**src/rtl/multi_debouncer_pkg.sv**
```systemverilog
// rtl/multi_debouncer_pkg.sv - shared width helpers and default timing for the button debouncer
package multi_debouncer_pkg;

    localparam int DEFAULT_TICK_DIV = 100000;

    // Bits needed to encode `numStates` distinct values; never less than one bit.
    function automatic int ctrWidth(input int numStates);
        return (numStates < 2) ? 1 : $clog2(numStates);
    endfunction

    localparam int DIV_W    = ctrWidth(DEFAULT_TICK_DIV);
    localparam int STABLE_W = ctrWidth(20 + 1);
    localparam int HOLD_W   = ctrWidth(500 + 1);

endpackage

```
**src/rtl/multi_debouncer_channel.sv**
```systemverilog
// rtl/multi_debouncer_channel.sv - one button: synchroniser, tick-sampled stability filter, edge pulses, long-press
module debounce_channel
    import multi_debouncer_pkg::*;
#(
    parameter int STABLE_TICKS = 20,
    parameter int HOLD_TICKS   = 500,
    parameter int ACTIVE_HIGH  = 1
) (
    input  logic clk,
    input  logic rst_n,
    input  logic btnRaw,
    input  logic tick,
    output logic level,
    output logic rise,
    output logic fall,
    output logic held
);

    localparam int SW = ctrWidth(STABLE_TICKS + 1);
    localparam int HW = ctrWidth(HOLD_TICKS + 1);

    logic          pressed;
    logic          syncA, syncB;
    logic [SW-1:0] cnt, cntNext;
    logic [HW-1:0] hc, hcNext;
    logic          levelNext;

    assign pressed = (ACTIVE_HIGH != 0) ? btnRaw : ~btnRaw;

    always_comb begin
        levelNext = level;
        cntNext   = cnt;
        hcNext    = hc;
        if (tick) begin
            if (syncB == level) begin
                cntNext = '0;
            end else if (cnt == SW'(STABLE_TICKS - 1)) begin
                levelNext = syncB;
                cntNext   = '0;
            end else begin
                cntNext = cnt + 1'b1;
            end
            if (level && (hc != HW'(HOLD_TICKS))) begin
                hcNext = hc + 1'b1;
            end
        end
        // Release clears the hold count in the same edge that drops level.
        if (!levelNext) begin
            hcNext = '0;
        end
    end

    always_ff @(posedge clk or negedge rst_n) begin
        if (!rst_n) begin
            syncA <= 1'b0;
            syncB <= 1'b0;
            cnt   <= '0;
            hc    <= '0;
            level <= 1'b0;
            rise  <= 1'b0;
            fall  <= 1'b0;
            held  <= 1'b0;
        end else begin
            syncA <= pressed;
            syncB <= syncA;
            cnt   <= cntNext;
            hc    <= hcNext;
            level <= levelNext;
            rise  <= levelNext & ~level;
            fall  <= ~levelNext & level;
            held  <= (HOLD_TICKS != 0) && levelNext && (hcNext == HW'(HOLD_TICKS));
        end
    end

endmodule

```
**src/rtl/multi_debouncer.sv**
```systemverilog
// rtl/multi_debouncer.sv - N-channel push-button conditioner sharing one sample-tick prescaler
module multi_debouncer
    import multi_debouncer_pkg::*;
#(
    parameter int N_CH         = 5,
    parameter int TICK_DIV     = DEFAULT_TICK_DIV,
    parameter int STABLE_TICKS = 20,
    parameter int HOLD_TICKS   = 500,
    parameter int ACTIVE_HIGH  = 1
) (
    input  logic            clk,
    input  logic            rst_n,
    input  logic [N_CH-1:0] btn_in,
    output logic [N_CH-1:0] level,
    output logic [N_CH-1:0] rise,
    output logic [N_CH-1:0] fall,
    output logic [N_CH-1:0] held
);

    localparam int DW = ctrWidth(TICK_DIV);

    logic [DW-1:0] divCnt;
    logic          tick;

    assign tick = (divCnt == DW'(TICK_DIV - 1));

    always_ff @(posedge clk or negedge rst_n) begin
        if (!rst_n) begin
            divCnt <= '0;
        end else if (tick) begin
            divCnt <= '0;
        end else begin
            divCnt <= divCnt + 1'b1;
        end
    end

    for (genvar ch = 0; ch < N_CH; ch++) begin : gChannel
        debounce_channel #(
            .STABLE_TICKS(STABLE_TICKS),
            .HOLD_TICKS  (HOLD_TICKS),
            .ACTIVE_HIGH (ACTIVE_HIGH)
        ) uChannel (
            .clk   (clk),
            .rst_n (rst_n),
            .btnRaw(btn_in[ch]),
            .tick  (tick),
            .level (level[ch]),
            .rise  (rise[ch]),
            .fall  (fall[ch]),
            .held  (held[ch])
        );
    end

endmodule

```
**config.mk**
```make
export PLATFORM = sky130hd
export DESIGN_NAME = multi_debouncer
export DESIGN_NICKNAME = d
export VERILOG_FILES = /design/src/rtl/multi_debouncer_pkg.sv /design/src/rtl/multi_debouncer_channel.sv /design/src/rtl/multi_debouncer.sv
export SDC_FILE = /design/constraint.sdc
export NUM_CORES = 1
export LEC_CHECK = 0
export BUFFER_PORTS_ARGS = -buffer_cell sky130_fd_sc_hd__clkbuf_2
export CELL_PAD_IN_SITES_DETAIL_PLACEMENT = 1
export CELL_PAD_IN_SITES_GLOBAL_PLACEMENT = 2
export CORE_UTILIZATION = 35
export CTS_BUF_LIST = sky130_fd_sc_hd__clkbuf_16
export DETAILED_ROUTE_END_ITERATION = 8
export GPL_ROUTABILITY_DRIVEN = 1
export GPL_TIMING_DRIVEN = 0
export PLACE_DENSITY = 0.7
export RECOVER_POWER = 50
export SLEW_MARGIN = 20
export SYNTH_ARGS = -nofsm -noshare
export SYNTH_HDL_FRONTEND = slang
export SYNTH_SLANG_ARGS = --single-unit
```
**constraint.sdc**
```tcl
create_clock -name clk -period 7.9 [get_ports clk]
set_input_delay 0.79 -clock clk [delete_from_list [all_inputs] [get_ports clk]]
set_output_delay 0.79 -clock clk [all_outputs]
set_load 0.02 [all_outputs]
```
==> results.toml <==
[floorplan]
rows = 47
die_y_um = 132.8
initial_utilization_pct = 35.97
pin_count = 27
dieWidth_um = 132.8
die_area_um2 = 17630
core-area_um2 = 16640

[synth]
synth_area_leader_cell = "dfrtp_1"
ys_ff_latch = 117
yosysWarnings = 0
syn_area_um2 = 5986
yosys.area.top_type_share_pct = 48.91
synthFlopType = "dfrtp_1"
yosysMostFrequentCell = "dfrtp_1"
synth-edff-count = 0
syn_avg_cell_area_um2 = 9.670
synth_common_cells = "dfrtp_1, nor2_1, nand2_1, xnor2_1"
ys_async_sr_fraction_pct = 100.0
synth_cells = 619
synth_fp_nets = 642
ys_seq_area_share_pct = 48.91
synth_area_leaders = "dfrtp_1, xnor2_1, nor2_1, nand2_1, ha_1"
synth_cell_types = 50

[drt]
viasPerCell = 5.157
wl_met2_um = 6877
highest_layer = "met4"
firstDrtPassIters = 4
drt_wl_total_um = 14180
num_vias = 4621
wl_met3_um = 442
drt_iter0_drc = 175
wl_met1_um = 6720
antenna_left = 0
drc = 0
wl_per_cell_um = 15.82

[outcome]
violations = "max-capacitance violations, max-slew violations"
status = "finished with violations"

[global_routing]
grt_max_degree = 81
antenna_found_initial = 0
overflow = 0
first_global_vias = 4947
grt_pass1_wl_um = 24940
gr-usage-all-layers_pct = 17.94

[placed_design]
dp_hpwl_um = 9821
gp_congestion = 0.7662
dpl_worst_slack_ns = 4.039
io_buffers = 26
dp_cells = 866

[sta]
period_share_pct = 47.23
slew-limit-headroom_pct = -43.59
fin_tns_setup_ns = 0
timing.final.max_slew_violations = 38
rsz0062_at_grt = "no"
final_hold_viol_count = 0
setup_ws_ns = 4.169
whs_ns = 0.3450
period_minus_slack_ns = 3.731
finalSetupViolCount = 0
clock_skew_ns = 0.008985
fmax_mhz = 268.0
worst_slew_pin_slew_ns = 2.154

[clocking]
clk_latency_ns = 0.41
postCtsHoldBufs = 0
ctsRootBufferMaster = "clkbuf_16"
cts_sinks = 117
path_clk_slew_ns = 0.05
h-tree-depth = 4
post-cts-setup-buffers = 0
cts_made_buffers = 17
cts_tree = "built"
cts_resized = 0
clock_path_buffers = 2

[job]
cap_viol_max_count = 1

[layout]
drive_gt1_share_pct = 12.13
antennaDiodeCount = 0
regArea_um2 = 2928
fillers = 1918
fin_nets = 688
multiInputGateArea_um2 = 2736
syn_to_final_growth_pct = 15.64
instances_no_fill = 896

[worst_setup_path]
crit_type = "reg -> reg"
crit_arrival_ns = 4.05
reg2reg_depth = 9
worstPathCellList = "ha_1 -> and4_1 -> nand4_1 -> clkbuf_1 -> clkbuf_1 -> clkbuf_1 -> clkbuf_1 -> nand2_1 -> o21ai_0"
required_ns = 8.22
path_delay_family = "buffers and inverters"
cp_slowest_stage_delay_ns = 0.57
startpoint_type = "flip-flop"
cp_num_buf_inv = 4
ff2ff_setup_slack_ns = 4.17
slowest_stage = "clkbuf_1"
r2r-end = "gChannel[0].uChannel.cnt[0]"
r2r_start = "divCnt[0]"
crit_top_cell = "clkbuf_1"
crit_path_end_kind = "flip-flop"
cp_max_fo = 10

[hold_path]
hp-start = "gChannel[3].uChannel.syncA"
hold_class = "reg -> reg"
whs_path_depth = 0
hold_end = "gChannel[3].uChannel.syncB"

[pwr]
p_per_area_nw_per_um2 = 187.9
leakage_nw = 2.929
p_total_mw = 1.300
ir_drop_mv = 0.1414
[report_power, final]
group	switching (mW)	internal, mW	total [mW]	leakage (nW)
combinational	0.0147	0.00432	0.0191	1.07
clock	0.262	0.415	0.677	0.265
sequential	0.00182	0.603	0.604	1.60
total	0.278	1.02	1.30	2.93
[worst reg2reg max path: stages, from the launching register on]
cell      delay [ns]
dfrtp_1         0.40
ha_1            0.26
and4_1          0.27
nand4_1         0.36
clkbuf_1        0.57
clkbuf_1        0.55
clkbuf_1        0.54
clkbuf_1        0.47
nand2_1         0.11
o21ai_0         0.10
[cells by family (layout without fill, tap and decap cells)]
kind of cell | count (synthesis) | in the layout | synth area share (%)
DFF | 117 | 117 | 48.91
adders and majority gates | 16 | 16 | 3.344
xor gates and xnor gates | 56 | 56 | 8.194
muxes | 10 | 10 | 1.672
AOI/OAI and AO/OA | 73 | 73 | 7.170
and+or+nand+nor | 282 | 282 | 25.33
buffers and inverters | 65 | 122 | 5.372
[layout make-up]
type | instances | area share, %
Buffer | 41 | 3.344
Clock buffer | 17 | 6.146
Clock inverter | 13 | 1.139
Inverter | 24 | 1.302
Multi-Input combinational cell | 437 | 39.53
Sequential cell | 117 | 42.30
Tap cell | 220 | 3.977
Timing Repair Buffer | 27 | 2.260
[worst max path at each step]
stage	startpoint	to	slack [ns]	depth (start not counted)
3_5_place_dp	divCnt[0]	gChannel[0].uChannel.cnt[0]	4.04	9
4_1_cts	divCnt[0]	gChannel[0].uChannel.cnt[0]	4.04	9
5_1_grt	divCnt[0]	gChannel[3].uChannel.cnt[1]	3.78	9
3_3_place_gp	divCnt[0]	gChannel[3].uChannel.fall	4.12	8
6_report	divCnt[0]	gChannel[0].uChannel.cnt[0]	4.17	9
2_1_floorplan	divCnt[8]	gChannel[1].uChannel.held	5.36	6
[registers in the layout (all words and copies together), names as in the netlist]
name and cells:
divCnt 17, gChannel.uChannel.rise 5, gChannel.uChannel.hc 45, gChannel.uChannel.syncA 5
gChannel.uChannel.held 5, gChannel.uChannel.fall 5, gChannel.uChannel.syncB 5, gChannel.uChannel.level 5
gChannel.uChannel.cnt 25
[layout by cell type (no fill, tap or decap), drive strengths merged, types with 13 or more instances in the layout]
| cell type | netlist | layout |
|---|---|---|
| xor2 | 20 | 20 |
| nand4 | 20 | 20 |
| clkbuf | 19 | 62 |
| buf | 22 | 23 |
| xnor2 | 36 | 36 |
| ha | 16 | 16 |
| nor3 | 24 | 24 |
| o21ai | 32 | 32 |
| nand3 | 32 | 32 |
| a21oi | 13 | 13 |
| dfrtp | 117 | 117 |
| nand2b | 14 | 14 |
| nand2 | 55 | 55 |
| inv | 24 | 28 |
| nor2 | 66 | 66 |
[stage by stage]
step / util (%) / area [um2]
6_report: 41.59 / 6922
4_1_cts: 41.65 / 6932
3_5_place_dp: 38.62 / 6427
5_1_grt: 41.59 / 6922
3_3_place_gp: 38.40 / 6391
2_1_floorplan: - / 5986
[metal layers]
| layer | global-route usage [%] | vias up |
|---|---|---|
| li1 | - | 2228 |
| met1 | 23.46 | 2332 |
| met2 | 29.15 | 51 |
| met3 | 4.521 | 10 |
| met4 | 5.556 | 0 |
| met5 | 0 | - |
Note: power is estimated with default switching activity, not from simulation.
